`src/rtl/lane_rr_scheduler.sv`:
```
// Four-lane round-robin burst scheduler with a registered, lane-tagged output stage.
// Optional per-lane saturating beat counters on beat_cnt_bus are enabled by defining SCHED_STATS_EN.
module lane_rr_scheduler #(
  parameter int DATA_WIDTH = 8,
  parameter int BURST_LEN  = 4,
  parameter int CNT_WIDTH  = 16
) (
  input  logic                    clk,
  input  logic                    reset_L,
  input  logic [3:0]              in_valid,
  input  logic [4*DATA_WIDTH-1:0] in_data,
  output logic [3:0]              in_ready,
  output logic                    out_valid,
  output logic [DATA_WIDTH-1:0]   out_data,
  output logic [1:0]              out_lane,
  input  logic                    out_ready,
  output logic                    busy
`ifdef SCHED_STATS_EN
  ,
  output logic [4*CNT_WIDTH-1:0]  beat_cnt_bus
`endif
);

  localparam logic [0:0] IDLE  = 1'b0;
  localparam logic [0:0] BURST = 1'b1;

  if (BURST_LEN < 1 || BURST_LEN > 15 || CNT_WIDTH < 1) begin : g_bad_param
    $error("lane_rr_scheduler: BURST_LEN must be 1..15 and CNT_WIDTH >= 1");
  end

  logic [0:0]            state;
  logic [1:0]            rr_ptr;
  logic [1:0]            grant;
  logic [3:0]            beat_idx;
  logic                  load_en;
  logic                  xfer;
  logic                  last_beat;
  logic [DATA_WIDTH-1:0] lane_data;

  // First requesting lane at or after ptr, wrapping modulo 4.
  function automatic logic [1:0] pick_lane(input logic [3:0] v, input logic [1:0] ptr);
    logic [1:0] idx;
    pick_lane = ptr;
    for (int k = 3; k >= 0; k--) begin
      idx = ptr + 2'(k);
      if (v[idx]) pick_lane = idx;
    end
  endfunction

  assign load_en   = !out_valid || out_ready;
  assign xfer      = (state == BURST) && load_en && in_valid[grant];
  assign last_beat = (beat_idx == 4'(BURST_LEN - 1));
  assign lane_data = in_data[grant*DATA_WIDTH +: DATA_WIDTH];
  assign in_ready  = ((state == BURST) && load_en) ? (4'b0001 << grant) : 4'b0000;
  assign busy      = (state == BURST);

  always_ff @(posedge clk or negedge reset_L) begin
    if (!reset_L) begin
      state    <= IDLE;
      rr_ptr   <= 2'd0;
      grant    <= 2'd0;
      beat_idx <= 4'd0;
    end else begin
      case (state)
        IDLE: begin
          if (|in_valid) begin
            grant    <= pick_lane(in_valid, rr_ptr);
            beat_idx <= 4'd0;
            state    <= BURST;
          end
        end
        BURST: begin
          if (xfer) begin
            if (last_beat) begin
              state  <= IDLE;
              rr_ptr <= grant + 2'd1;
            end else begin
              beat_idx <= beat_idx + 4'd1;
            end
          end else if (!in_valid[grant]) begin
            // Lane dropped mid-burst: forfeit the rest of its slot.
            state  <= IDLE;
            rr_ptr <= grant + 2'd1;
          end
        end
        default: state <= IDLE;
      endcase
    end
  end

  always_ff @(posedge clk or negedge reset_L) begin
    if (!reset_L) begin
      out_valid <= 1'b0;
      out_data  <= '0;
      out_lane  <= 2'd0;
    end else if (xfer) begin
      out_valid <= 1'b1;
      out_data  <= lane_data;
      out_lane  <= grant;
    end else if (out_ready) begin
      out_valid <= 1'b0;
    end
  end

`ifdef SCHED_STATS_EN
  for (genvar i = 0; i < 4; i++) begin : g_cnt
    logic [CNT_WIDTH-1:0] cnt;
    always_ff @(posedge clk or negedge reset_L) begin
      if (!reset_L) begin
        cnt <= '0;
      end else if (xfer && (grant == 2'(i)) && !(&cnt)) begin
        cnt <= cnt + 1'b1;
      end
    end
    assign beat_cnt_bus[i*CNT_WIDTH +: CNT_WIDTH] = cnt;
  end
`endif

endmodule

```
`config.mk`:
```
export PLATFORM = sky130hd
export DESIGN_NAME = lane_rr_scheduler
export DESIGN_NICKNAME = d
export VERILOG_FILES = /design/src/rtl/lane_rr_scheduler.sv
export SDC_FILE = /design/constraint.sdc
export NUM_CORES = 1
export LEC_CHECK = 0
export CORE_MARGIN = 2
export CORE_UTILIZATION = 46
export DETAILED_ROUTE_END_ITERATION = 10
export GPL_TIMING_DRIVEN = 0
export MAX_ROUTING_LAYER = met4
export PLACE_DENSITY = 0.87
export SYNTH_ARGS = -nofsm -noshare
export SYNTH_HDL_FRONTEND = slang
export SYNTH_SLANG_ARGS = --single-unit
```
`constraint.sdc`:
```
create_clock -name clk -period 4.7 [get_ports clk]
set_clock_uncertainty 0.2 [all_clocks]
set_input_delay 0.705 -clock clk [delete_from_list [all_inputs] [get_ports clk]]
set_output_delay 0.705 -clock clk [all_outputs]
set_load 0.005 [all_outputs]
```
After elaboration in Yosys (flattened, before gate mapping)
Cells that the tools add are included.
{"block": "word_totals", "reg_bits": 20, "inputBits": 39, "output_inout_bits": 16, "elab_cells": 64}
{"block": "op_classes", "add_sub_neg": 5, "order_cmp": 5, "eq_ne": 6, "n_shift": 2, "muxes": 29, "bitwise": 1, "reduce_logical": 9}
{"cell": "32-bit by 6-bit indexed part select with 8-bit output", "n": 1}
{"cell": "4-bit 2-to-1 mux", "n": 4}
{"cell": "2-bit by 3-bit < comparator with 1-bit output, second input constant", "n": 5}
{"cell": "2-bit 2-to-1 mux", "n": 7}
{"cell": "1-bit 2-to-1 mux", "n": 11}
{"cell": "1-bit binary-select mux with 2-bit select", "n": 5}
{"cell": "4-bit case mux with 2 select lines", "n": 1}
{"cell": "2-bit != test, second input constant", "n": 3}
{"cell": "3-bit AND reduction", "n": 2}
{"cell": "2-bit by 1-bit adder with 2-bit output, second input constant", "n": 2}
{"cell": "2-bit adder, second input constant", "n": 2}
{"cell": "4-bit by 1-bit adder with 4-bit output, second input constant", "n": 1}
{"cell": "4-bit by 2-bit == test with 1-bit output, second input constant", "n": 1}
{"cell": "2-bit by 1-bit != test with 1-bit output, second input constant", "n": 2}
{"cell": "4-bit OR reduction", "n": 1}
{"cell": "1-bit by 2-bit << shifter with 4-bit output, first input constant", "n": 1}
{"cell": "1-bit logical AND", "n": 2}
{"cell": "1-bit case mux with 2 select lines", "n": 1}
{"cell": "2-bit AND reduction", "n": 1}
{"cell": "2-bit nonzero test", "n": 1}
{"cell": "1-bit logical NOT", "n": 1}
{"cell": "1-bit logical OR", "n": 1}
{"cell": "1-bit inverter", "n": 1}

Logic depth before layout (Yosys ltp)
Gate-level depths: netlist of the first run.
{"block": "logic_depth", "word_depth": 7, "ltp_mapped": 6, "depth_no_buf": 4}

Least setup slack after synthesis of the first run
No wires, ideal clock.
{"block": "synth_path", "path_kind": "input to register", "start": "input port in_valid[3]", "end": "register out_data[0]", "setup_time_ps": 125, "arrival_ps": 1964, "required_ps": 4375, "slack_ps": 2412, "path_stages": 5, "n_path_buf": 2, "path_cell_list": "buf_2 > mux4_2 > nand3_2 > buf_6 > mux2_2"}
{"block": "synth_between", "elab_chain_len": 3}
{"item": "start, declared", "line": "10", "rtl": "input logic [3:0] in_valid,"}
{"item": "1-bit binary-select mux with 2-bit select", "line": "51", "rtl": "assign xfer = (state == BURST) && load_en && in_valid[grant];"}
{"item": "1-bit 2-to-1 mux (implied by the code)", "line": "51"}
{"item": "1-bit logical AND", "line": "51"}
{"item": "end signal, assigned", "line": "98", "rtl": "out_data <= lane_data;"}
{"item": "end, declared", "line": "14", "rtl": "output logic [DATA_WIDTH-1:0] out_data,"}
No other way between the ends. The select of a mux whose other input is x is not followed.
A chain may end at the register's enable or synchronous reset.

Worst setup path in the final report of the first run
{"block": "layout_path", "start": "input port out_ready", "end": "output port in_ready[1]"}
{"block": "layout_between", "elab_chain_len": 3}
{"item": "start, declared", "line": "16", "rtl": "input logic out_ready,"}
{"item": "1-bit logical OR", "line": "50", "rtl": "assign load_en = !out_valid || out_ready;"}
{"item": "1-bit logical AND", "line": "54", "rtl": "assign in_ready = ((state == BURST) && load_en) ? (4'b0001 << grant) : 4'b0000;"}
{"item": "4-bit 2-to-1 mux", "line": "54"}
{"item": "end, declared", "line": "12", "rtl": "output logic [3:0] in_ready,"}
No other way between the ends.

==> results of run 1 <==
worst reg2reg max path, stage by stage, from the launching register on:
cell and delay [ns]:
dfrtp_1 0.41, buf_6 0.14, mux4_2 0.62, nand3_2 0.15, buf_6 0.16, mux2_2 0.34
through the flow:
stage | instance area, um2 | utilization | hold slack (ns) | cells
after global routing | 1930 | 0.705 | 0.344 | 199
after CTS | 1930 | 0.705 | 0.315 | 199
after floorplan | 1320 | - | 0.209 | 111
final | 1930 | 0.705 | 0.310 | 199
after global placement | 1890 | 0.692 | 0.280 | 195
after detailed placement | 1890 | 0.692 | 0.280 | 195
where the power goes:
group / internal (mW) / switching (mW) / leakage, nW
logic: 0.366 / 0.256 / 0.558
clock network: 0.0473 / 0.0551 / 0.0210
registers: 0.251 / 0.0616 / 0.243
total: 0.664 / 0.373 / 0.822
placed cells by master (no fill, tap or decap), types with 3 or more instances in the layout:
master,Yosys,routed
dfrtp_1,20,20
clkbuf_4,0,3
nand2b_1,3,3
clkdlybuf4s50_1,0,53
nand2_1,4,4
nand4_1,3,3
inv_1,4,4
and3_1,5,5
clkbuf_1,4,4
mux4_1,3,3
mux2_2,9,9
o21ai_0,6,6
nor2b_1,5,5
mux2i_1,5,5
ha_1,5,5
mux4_2,6,6
o311ai_0,3,3
path summary, 6_finish.rpt:
path,from,to,slack [ns],cells past startpoint
max in group asynchronous,reset_L,out_data[5],3.02,1
setup reg to reg,grant[0],out_data[7],2.58,5
hold / removal,out_lane[1],out_lane[1],0.31,1
setup / recovery,out_ready,in_ready[1],1.38,5
hold reg to reg,out_lane[1],out_lane[1],0.31,1
min in group asynchronous,reset_L,beat_idx[3],0.70,1
layout make-up:
cell class              count  area [um2]
flip-flops and latches     20         500
inverters                   4        15.0
clock buffers               4        36.3
multi-input cells          79         759
well taps                  31        38.8
repair buffers             53         531
fillers                   208         806
plain buffers               8        47.5
routing by layer:
layer | vias up | share of wire | global-route usage
met1 | 581 | 0.40 | 0.278
met3 | 8 | 0.045 | 0.0357
met2 | 39 | 0.54 | 0.373
li1 | 541 | - | -
met4 | 0 | 0.021 | 0.0831
met5 | - | 0 | -
sequential cells by signal, indices dropped and copies added (netlist names):
signal	flops
rr_ptr	2
busy	1
out_valid	1
grant	2
out_data	8
beat_idx	4
out_lane	2
cells by family after synthesis:
kind of cell               Yosys count  synth area share
and+or+nand+nor                     29             0.130
muxes                               23             0.276
AOI/OAI and AO/OA                   22             0.121
DFF                                 20             0.378
buffers and inverters               12            0.0473
adders and majority gates            5            0.0473
==> flow_summary.ini, run 1 <==
[worst_setup_path]
cp_common_cell = clkdlybuf4s50_1
path_class = in -> out
slowest_stage = clkdlybuf4s50_1
crit_chain = clkdlybuf4s50_1 -> nand2b_1 -> clkbuf_1 -> and3_1 -> clkdlybuf4s50_1
cp-start-kind = input pin
cp_max_fo = 10
critical_path.max_stage_delay_ns = 0.52
endpoint_kind = output port
arrival_ns = 2.41
critPathBufInv = 3
crit_required_ns = 3.80
cp_top_family = buffers and inverters

[global_routing]
grt.overflow.total = 0
grt_pass1_vias = 1216
antenna_found_initial = 0
grt_usage = 0.225
grt_first_pass_wirelength_mm = 5.55
grt_max_degree = 21

[placement]
place.detailed.hpwl_mm = 2.67
io_buffers = 53
place_ws_ns = 1.44
gp_congestion = 0.851

[drt]
drc = 0
postRouteWirelength_mm = 3.38
dr.pass1.iters = 4
vias = 1169
postRouteAntennaNets = 0
vias_per_cell = 5.87
drt_first_iter_violations = 22
routed_wire_length_per_instance_um = 17.0

[timing]
fmax_mhz = 302
setup_tns_ns = 0
worst_slack_ns = 1.38
slew-limit-headroom = 0.254
fin_crit_sh = 0.706
rsz0062_at_grt = false
final-setup-viol-count = 0
tightest_slew_ns = 1.11
drv_slew = 0
finalHoldViolCount = 0
min_period_ns = 3.32

[synthesis]
async_flop_share = 1.00
synthesis.nets = 155
ys.warnings.count = 0
synth.distinct_cells = 34
avgSynthCellArea_um2 = 11.9
synth_top_area_share = 0.378
synth_area_um2 = 1320
syn_inst = 111
synthMostInstantiatedCell = dfrtp_1
ys.flop_type = dfrtp_1
synthTopCellsByArea = dfrtp_1, mux4_2, mux2_2
ys_ff_latch = 20
ys_seq_area_frac = 0.378
synth_edf_count = 0
yosysTopAreaCell = dfrtp_1
synth_common_cells = dfrtp_1, mux2_2, mux4_2, o21ai_0

[clocking]
post-cts-setup-buffers = 0
clk_latency_ns = 0.31
cts_sinks = 20
root_buffer = clkbuf_4
cts_hold_buf = 0
clk_pin_slew_ns = 0.11
cts_resized = 0
cts_buffer_depth = 2
cts_buffers = 3
cts_max_level = 1
cts_tree = yes

[die]
rows = 19
die_h_um = 57.6
io-pin-count = 55
die_x_um = 57.6
fp.coreArea_um2 = 2730
dieArea_um2 = 3320
initial_core_util = 0.484

[run]
drv_cap = 0

[cells_and_area]
antennaDiodeCount = 0
syn2layout_area_growth_pct = 45.8
layout-drive-gt1-share = 0.155
nets = 213

[power_and_ir_drop]
peakVddDrop_v = 0.000452
powerDensity_nw_per_um2 = 538
total_power_mw = 1.04
leakagePower_nw = 0.822

[outcome]
status = complete, no violations

[hold_path]
hold_path_class = reg -> reg
Power figures use the tool's default switching activity.
==> run 2, diff against run 1 <==
CORE_UTILIZATION = 38   (was 46)
PLACE_DENSITY = 0.77   (was 0.87)
clock period = 2.9 ns   (was 4.7 ns; I/O delays follow)
==> run 2 against run 1 <==
Effect of this change: sequential cell count unchanged; sequential share of layout area down 0.48 points; first-iteration DRC count up 27%; utilization down 12 points; sequential power up 63%; largest cell class unchanged; highest routed layer unchanged.
==> flow_summary.ini, run 2 (same netlist as run 1, synthesis figures left out) <==
[drt]
vias_per_cell = 5.47
postRouteWirelength_mm = 3.55
vias = 1170
postRouteAntennaNets = 0
routed_wire_length_per_instance_um = 16.6
drt_first_iter_violations = 28
dr.pass1.iters = 4
drc = 0

[die]
initial_core_util = 0.396
fp.coreArea_um2 = 3340
io-pin-count = 55
rows = 21
die_h_um = 63.0
die_x_um = 63.0
dieArea_um2 = 3970

[clocking]
post-cts-setup-buffers = 0
cts_resized = 0
cts_buffer_depth = 2
cts_hold_buf = 0
root_buffer = clkbuf_4
cts_sinks = 20
clk_pin_slew_ns = 0.12
cts_max_level = 1
cts_buffers = 3
cts_tree = yes
clk_latency_ns = 0.31

[timing]
setup_tns_ns = 0
finalHoldViolCount = 0
worst_slack_ns = 0.151
final-setup-viol-count = 0
min_period_ns = 2.75
fin_crit_sh = 0.948
drv_slew = 0
tightest_slew_ns = 0.969
slew-limit-headroom = 0.348
rsz0062_at_grt = false
fmax_mhz = 364

[cells_and_area]
instances_no_fill = 214
layout-drive-gt1-share = 0.161
final_core_util = 0.589
top_register = out_data
final_common_cell = clkdlybuf4s50_1
syn2layout_area_growth_pct = 48.5
largest_reg_flops = 8
nets = 213
final_cell_mix = clkdlybuf4s50_1, dfrtp_1, mux2_2, mux4_2, o21ai_0
antennaDiodeCount = 0
reg_top3 = out_data x8, beat_idx x4

[run]
drv_cap = 0

[global_routing]
antenna_found_initial = 0
grt_max_degree = 21
grt_usage = 0.194
grt_pass1_vias = 1208
grt_first_pass_wirelength_mm = 5.89
grt.overflow.total = 0

[power_and_ir_drop]
peakVddDrop_v = 0.000354
total_power_mw = 1.75
powerDensity_nw_per_um2 = 890
leakagePower_nw = 0.831

[worst_setup_path]
cp_max_fo = 10
crit_required_ns = 2.27
cp-start-kind = flop
path_class = reg -> out
arrival_ns = 2.11
endpoint_kind = output port

[hold_path]
hold_path_class = reg -> reg

[outcome]
status = complete, no violations

[placement]
io_buffers = 53
place_ws_ns = 0.193
gp_congestion = 0.780
place_inst = 210
place.detailed.hpwl_mm = 2.75
[run 2: worst max-delay path, cell delays in order, from the launching register on]
cell             delay, ns
dfrtp_1               0.42
buf_6                 0.14
buf_2                 0.29
inv_1                 0.13
ha_1                  0.21
and3_1                0.15
clkdlybuf4s50_1       0.46
[run 2: area by class of cell]
class	count	area, um2
inverter	4	15.0
timing repair buffer	53	531
buffer	8	48.8
clock inverter	1	30.0
clock buffer	3	22.5
multi-input combinational	79	759
sequential	20	500
fill	280	1370
tap	46	57.6
[run 2: path summary, 6_finish.rpt]
kind	cells past startpoint	from	to	slack, ns
max in group asynchronous	1	reset_L	rr_ptr[0]	1.49
max reg2reg	5	grant[0]	out_data[2]	0.79
min	1	beat_idx[0]	beat_idx[0]	0.31
min in group asynchronous	1	reset_L	beat_idx[1]	0.44
min reg2reg	1	beat_idx[0]	beat_idx[0]	0.31
max	6	grant[0]	in_ready[0]	0.15
[run 2: report_power, final]
part,total [mW],switching (mW),internal (mW),leakage (nW)
Combinational,1.01,0.416,0.595,0.561
Clock,0.229,0.0888,0.140,0.0279
Sequential,0.509,0.102,0.407,0.243
Total,1.75,0.607,1.14,0.831
[run 2: through the flow]
step	hold WS, ns	area (um2)
3_5_place_dp	0.292	1910
3_3_place_gp	0.278	1910
2_1_floorplan	-0.0606	1320
6_report	0.307	1960
5_1_grt	0.327	1960
4_1_cts	0.309	1960
[run 2: per-layer routing]
metal / vias up / track usage / share of wire
met5: - / - / 0
met4: 0 / 0.0250 / 0.0039
met3: 2 / 0.0541 / 0.090
met2: 63 / 0.326 / 0.46
met1: 564 / 0.238 / 0.45
li1: 541 / - / -
==> run 3, diff against run 2 <==
TNS_END_PERCENT = 50   (was default)
==> results of run 3 <==
Same layout as run 2: the final DEF is identical, and so are final timing and power.
